$ cat config.mk
export PLATFORM = sky130hd
export DESIGN_NAME = ps2_host_tx
export DESIGN_NICKNAME = d
export VERILOG_FILES = /design/src/rtl/ps2_pkg.sv /design/src/rtl/ps2_line_sync.sv /design/src/rtl/ps2_host_tx.sv
export SDC_FILE = /design/constraint.sdc
export NUM_CORES = 1
export LEC_CHECK = 0
export ABC_AREA = 1
export BUFFER_PORTS_ARGS = -buffer_cell sky130_fd_sc_hd__buf_2
export CORE_MARGIN = 3
export CORE_UTILIZATION = 65
export CTS_CLUSTER_DIAMETER = 150
export DETAILED_ROUTE_END_ITERATION = 7
export GPL_ROUTABILITY_DRIVEN = 1
export PLACE_DENSITY = 0.83
export SYNTH_ARGS = -nofsm -noshare
export SYNTH_HDL_FRONTEND = slang
export SYNTH_HIERARCHICAL = 1
export SYNTH_SLANG_ARGS = --single-unit
export TNS_END_PERCENT = 50
$ cat constraint.sdc
create_clock -name clk -period 3.7 [get_ports clk]
set_clock_uncertainty 0.05 [all_clocks]
set_input_delay 0.37 -clock clk [delete_from_list [all_inputs] [get_ports clk]]
set_output_delay 0.37 -clock clk [all_outputs]
set_load 0.02 [all_outputs]
$ cat src/rtl/ps2_pkg.sv
// PS/2 host transmitter shared definitions: FSM state encoding,
// keyboard command/response bytes and the frame parity helper.
package ps2_pkg;

    typedef enum logic [2:0] {
        IDLE,
        INHIBIT,
        RTS,
        XFER,
        ACK,
        WAIT_IDLE,
        DONE,
        ERROR
    } state_t;

    localparam logic [7:0] CMD_SET_LED = 8'hED;
    localparam logic [7:0] CMD_RESET   = 8'hFF;
    localparam logic [7:0] CMD_ECHO    = 8'hEE;
    localparam logic [7:0] RSP_ACK     = 8'hFA;

    // Odd parity over the data byte: total ones in {parity, data} is odd.
    function automatic logic odd_parity(input logic [7:0] d);
        return ~^d;
    endfunction

endpackage

$ cat src/rtl/ps2_line_sync.sv
// PS/2 line conditioning: 2-flop synchronizers on clock and data, optional
// clock glitch filter (PS2_TX_GLITCH_FILTER_EN), falling-edge pulse.
// Ports: clk, reset, ps2_clk_in, ps2_data_in -> clk_s, data_s, fe.
module ps2_line_sync #(
    parameter int FILTER_CYCLES = 8
) (
    input  logic clk,
    input  logic reset,
    input  logic ps2_clk_in,
    input  logic ps2_data_in,
    output logic clk_s,
    output logic data_s,
    output logic fe
);
    import ps2_pkg::*;

    logic [1:0] clk_sync;
    logic [1:0] data_sync;
    logic       clk_prev;
    logic       clk_f;

    // Idle bus is high, so the flops reset high to avoid a false edge.
    always_ff @(posedge clk) begin
        if (reset) begin
            clk_sync  <= 2'b11;
            data_sync <= 2'b11;
            clk_prev  <= 1'b1;
        end else begin
            clk_sync  <= {clk_sync[0], ps2_clk_in};
            data_sync <= {data_sync[0], ps2_data_in};
            clk_prev  <= clk_f;
        end
    end

`ifdef PS2_TX_GLITCH_FILTER_EN
    localparam int FW = $clog2(FILTER_CYCLES + 1);
    localparam logic [FW-1:0] FLT_LAST = FW'(FILTER_CYCLES - 1);

    logic [FW-1:0] flt_cnt;
    logic          clk_filt;

    // Follow the synchronized clock only after it has disagreed with the
    // filtered value for FILTER_CYCLES consecutive cycles.
    always_ff @(posedge clk) begin
        if (reset) begin
            clk_filt <= 1'b1;
            flt_cnt  <= '0;
        end else if (clk_sync[1] == clk_filt) begin
            flt_cnt <= '0;
        end else if (flt_cnt == FLT_LAST) begin
            clk_filt <= clk_sync[1];
            flt_cnt  <= '0;
        end else begin
            flt_cnt <= flt_cnt + 1'b1;
        end
    end

    assign clk_f = clk_filt;
`else
    logic [31:0] unused_filter;
    assign unused_filter = FILTER_CYCLES;
    assign clk_f = clk_sync[1];
`endif

    assign clk_s  = clk_f;
    assign data_s = data_sync[1];
    assign fe     = clk_prev & ~clk_f;

endmodule

$ cat src/rtl/ps2_host_tx.sv
// PS/2 host-to-device command transmitter (inhibit, RTS, 8 data + parity +
// stop, ACK check, timeout). Optional clock glitch filter: PS2_TX_GLITCH_FILTER_EN.
// Ports: clk, reset, ps2_clk_in/ps2_data_in (line sense), ps2_clk_oe/ps2_data_oe
// (1 = pull low), tx_data/tx_valid/tx_ready (request), busy, tx_done, tx_error.
module ps2_host_tx #(
    parameter int INHIBIT_CYCLES = 5000,
    parameter int TIMEOUT_CYCLES = 750000,
    parameter int FILTER_CYCLES  = 8
) (
    input  logic       clk,
    input  logic       reset,
    input  logic       ps2_clk_in,
    input  logic       ps2_data_in,
    output logic       ps2_clk_oe,
    output logic       ps2_data_oe,
    input  logic [7:0] tx_data,
    input  logic       tx_valid,
    output logic       tx_ready,
    output logic       busy,
    output logic       tx_done,
    output logic       tx_error
);
    import ps2_pkg::*;

    localparam int IW = $clog2(INHIBIT_CYCLES + 1);
    localparam int TW = $clog2(TIMEOUT_CYCLES + 1);
    localparam logic [IW-1:0] INH_LAST = IW'(INHIBIT_CYCLES - 1);
    localparam logic [TW-1:0] TMO_LAST = TW'(TIMEOUT_CYCLES - 1);

    state_t        state;
    logic [8:0]    shift;
    logic [3:0]    bit_cnt;
    logic [IW-1:0] inh_cnt;
    logic [TW-1:0] tmo_cnt;

    logic clk_s;
    logic data_s;
    logic fe;
    logic timed;

    ps2_line_sync #(
        .FILTER_CYCLES(FILTER_CYCLES)
    ) u_sync (
        .clk        (clk),
        .reset      (reset),
        .ps2_clk_in (ps2_clk_in),
        .ps2_data_in(ps2_data_in),
        .clk_s      (clk_s),
        .data_s     (data_s),
        .fe         (fe)
    );

    // Timeout window covers everything from RTS until the bus returns idle.
    assign timed = (state == RTS) || (state == XFER) ||
                   (state == ACK) || (state == WAIT_IDLE);

    always_ff @(posedge clk) begin
        if (reset) begin
            state       <= IDLE;
            shift       <= '0;
            bit_cnt     <= '0;
            inh_cnt     <= '0;
            tmo_cnt     <= '0;
            ps2_clk_oe  <= 1'b0;
            ps2_data_oe <= 1'b0;
            tx_ready    <= 1'b1;
            busy        <= 1'b0;
            tx_done     <= 1'b0;
            tx_error    <= 1'b0;
        end else begin
            tx_done  <= 1'b0;
            tx_error <= 1'b0;
            unique case (state)
                IDLE: begin
                    if (tx_valid) begin
                        shift      <= {odd_parity(tx_data), tx_data};
                        bit_cnt    <= '0;
                        inh_cnt    <= '0;
                        tmo_cnt    <= '0;
                        ps2_clk_oe <= 1'b1;
                        tx_ready   <= 1'b0;
                        busy       <= 1'b1;
                        state      <= INHIBIT;
                    end
                end
                INHIBIT: begin
                    if (inh_cnt == INH_LAST) begin
                        ps2_data_oe <= 1'b1;
                        state       <= RTS;
                    end else begin
                        inh_cnt <= inh_cnt + 1'b1;
                    end
                end
                RTS: begin
                    // Start bit stays on data; hand the clock to the device.
                    ps2_clk_oe <= 1'b0;
                    bit_cnt    <= '0;
                    state      <= XFER;
                end
                XFER: begin
                    if (fe) begin
                        if (bit_cnt == 4'd9) begin
                            ps2_data_oe <= 1'b0;
                            state       <= ACK;
                        end else begin
                            ps2_data_oe <= ~shift[bit_cnt];
                        end
                        bit_cnt <= bit_cnt + 1'b1;
                    end
                end
                ACK: begin
                    if (fe) begin
                        if (!data_s) begin
                            state <= WAIT_IDLE;
                        end else begin
                            tx_error <= 1'b1;
                            state    <= ERROR;
                        end
                    end
                end
                WAIT_IDLE: begin
                    if (clk_s && data_s) begin
                        tx_done <= 1'b1;
                        state   <= DONE;
                    end
                end
                DONE, ERROR: begin
                    ps2_clk_oe  <= 1'b0;
                    ps2_data_oe <= 1'b0;
                    tx_ready    <= 1'b1;
                    busy        <= 1'b0;
                    state       <= IDLE;
                end
                default: state <= IDLE;
            endcase

            // Later assignments win: timeout overrides any edge this cycle.
            if (timed) begin
                tmo_cnt <= tmo_cnt + 1'b1;
                if (tmo_cnt == TMO_LAST) begin
                    ps2_clk_oe  <= 1'b0;
                    ps2_data_oe <= 1'b0;
                    tx_done     <= 1'b0;
                    tx_error    <= 1'b1;
                    state       <= ERROR;
                end
            end
        end
    end

endmodule

==> results.toml <==
[timing]
hold_viol_final = 0
finalSetupViolations = 0
slew_viol_final = 0
max_slew.worst_pin.slew_ns = 0.497
fin_setup_tns_ns = 0
fin_hold_ws_ns = 0.160
max_freq_ghz = 0.532
max_slew_margin = 0.669
finalCritPeriodShare = 0.508
setup_ws_ns = 1.82
rsz0062_at_grt = "false"
period_needed_ns = 1.88

[synth]
syn_nets = 531
syn-instance-count = 514
synth_largest_area_cell = "dfxtp_1"
synthMuxAreaShare = 0
yosys_warnings = 6
ys_ff_latch = 60
synth-simple-area-share = 0.382
yosys-top-cells-area = "dfxtp_1, nand2_1, nor2_1"
yosysUniqueCellTypes = 32
syn-mean-instance-area_um2 = 6.40
yosys.area_share.adder = 0.0152
synth-compound-area-share = 0.118
synth_area_um2 = 3290
synth_top_family_by_area = "simple AND/OR/NAND/NOR gates"
ys_seq_area_frac = 0.365
synth_xor_area_frac = 0.0240
synth.top_cell.area_share = 0.365

[placement]
post-place-ws_ns = 1.85
io_buffers = 18
gp_congestion = 0.939
dpl.hpwl_um = 5400
placed_area_um2 = 3420

[setup_path]
reg2reg_slack_ns = 1.82
endpoint_kind = "register"
r2r_end = "inh_cnt[9]"
crit_path_top_delay_cell = "dfxtp_1"
ff2ff_path_depth = 8
path_class = "register to register"
crit_buf_inv = 1
cp-endpoint = "inh_cnt[9]"
cpPeakStageDelay_ns = 0.47
cp_max_fo = 12
cp_top_family = "simple AND/OR/NAND/NOR gates"
cp.arrival_ns = 2.10
r2r_start = "state[0]"
required_ns = 3.92
crit_path_cell_trace = "nand2_2 -> nor2_2 -> inv_1 -> nand2_2 -> nand2_2 -> nor2_1 -> nor2_1 -> nor2_1"
startpoint = "state[0]"
crit_cells = 8
startpoint_type = "register"

[global_routing]
grt_pass1_vias = 3032
grt_usage = 0.262
grt_pass1_wl_um = 12800
grt_max_degree = 27
overflow = 0
antenna_found_initial = 0

[cells_and_area]
final_cell_mix = "nand2_1, nor2_1, inv_1, dfxtp_1, nand3_1"
antennaDiodeCount = 0
multi_input_area_um2 = 1770
syn2layout_area_growth_pct = 10.1
area.sequential_um2 = 1200
nFillCells = 444
drive_above_1_share = 0.107
nNetsFinal = 552
final_common_cell = "nand2_1"
final_cell_area_um2 = 3620

[route]
vias = 3298
drt-initial-drc-count = 241
drc = 0
routed_wirelength_um = 7350
firstDrtPassIters = 5
wl_per_cell_um = 12.1
drt-vias-per-instance = 5.43
ant_nets = 0

[power_and_ir_drop]
power.total_mw = 1.41
p_sw_uw = 353
swShare = 0.251
leakage_nw = 1.47
intPower_mw = 1.05
peakVddDrop_uv = 301
combPwrFrac = 0.092
p_seq_frac = 0.481
powerDensity_nw_per_um2 = 388
p_clk_frac = 0.427

[outcome]
outcome = "completed"

[floorplanning]
io_pins = 19
row_count = 25
dieArea_um2 = 5950
die_w_um = 77.1
start_util = 0.683
die_y_um = 77.1
core_area_um2 = 4820

[clock_network]
cts_tree = "built"
clock_path_buffers = 2
clock_latency_ns = 0.33
hold_buffers = 0
cts_setup_buffers = 0
post_cts_resized = 0
cts.clk_slew.worst_paths_ns = 0.07
numCtsBuffers = 9
cts_root_buf = "clkbuf_8"
cts.htree.levels = 3
cts.sinks = 60

[min_path]
worstHoldStart = "ps2_data_in"
hp-class = "input port to register"

[run]
maxCapViolations = 0
-- through the flow --
stage	utilization	instances
floorplan	-	514
global placement	0.710	591
detailed placement	0.710	591
CTS	0.752	607
global route	0.752	607
finish	0.752	607
-- final cells by class --
type,instances,share of cell area
Clock buffer,12,0.0428
Clock inverter,4,0.0131
Inverter,70,0.0726
Multi-Input combinational cell,375,0.490
Sequential cell,60,0.332
Tap cell,67,0.0232
Timing Repair Buffer,19,0.0270
-- cell usage after synthesis, drive strengths merged --
master  instances
nand3          42
o31ai           1
a31oi           1
clkinv          1
nand3b          1
buf             5
and2            2
nor3            6
a22oi           1
nand2         138
xor2            3
clkbuf          4
inv            69
o21a            2
o211ai          1
nand4          15
nor2           84
or2             1
xnor2           6
nor3b           1
dfxtp          60
o22ai           3
ha              4
a21oi          36
o21ai          27
-- flip-flops by register name, summed over array words and instances (netlist names) --
| register | count |
|---|---|
| bit_cnt | 4 |
| busy | 1 |
| inh_cnt | 13 |
| ps2_clk_oe | 1 |
| ps2_data_oe | 1 |
| shift | 9 |
| state | 3 |
| tmo_cnt | 20 |
| tx_done | 1 |
| tx_error | 1 |
| tx_ready | 1 |
| u_sync/clk_prev | 1 |
| u_sync/clk_sync | 2 |
| u_sync/data_sync | 2 |
-- worst min-delay path by stage --
| stage | end | slack [ns] | cells after the start |
|---|---|---|---|
| floorplan | u_sync/clk_sync[1] | 0.34 | 2 |
| finish | u_sync/data_sync[0] | 0.16 | 3 |
| CTS | u_sync/data_sync[0] | 0.16 | 3 |
| global route | u_sync/data_sync[0] | 0.19 | 3 |
| global placement | u_sync/data_sync[1] | 0.34 | 2 |
| detailed placement | u_sync/data_sync[1] | 0.35 | 2 |
-- kinds of logic (layout without fill, tap and decap cells) --
family,count (synthesis),count (layout)
AO/OA/AOI/OAI,72,72
XOR/XNOR,9,9
adder cells (fa/ha/maj),4,4
buffers and inverters,79,105
flip-flops,60,60
AND/OR/NAND/NOR,290,290
-- power by group through the flow --
stage | Sequential (mW) | Combinational (mW) | Clock [mW]
floorplan | 0.693 | 0.0960 | 0
global placement | 0.690 | 0.127 | 0
detailed placement | 0.691 | 0.128 | 0
CTS | 0.677 | 0.129 | 0.607
global route | 0.679 | 0.147 | 0.632
finish | 0.677 | 0.129 | 0.600
-- worst min-delay path, delay by kind of cell --
family / cells / cell delay, ns
buffers and inverters: 2 / 0.10
AND/OR/NAND/NOR: 1 / 0.04
-- layer usage --
layer,track usage,vias up,share of wire
met3,0.0411,17,0.051
met2,0.432,107,0.47
met5,0,-,0
li1,-,1693,-
met4,0.125,0,0.023
met1,0.332,1481,0.46
No activity file was read; power rests on OpenSTA's default activity.
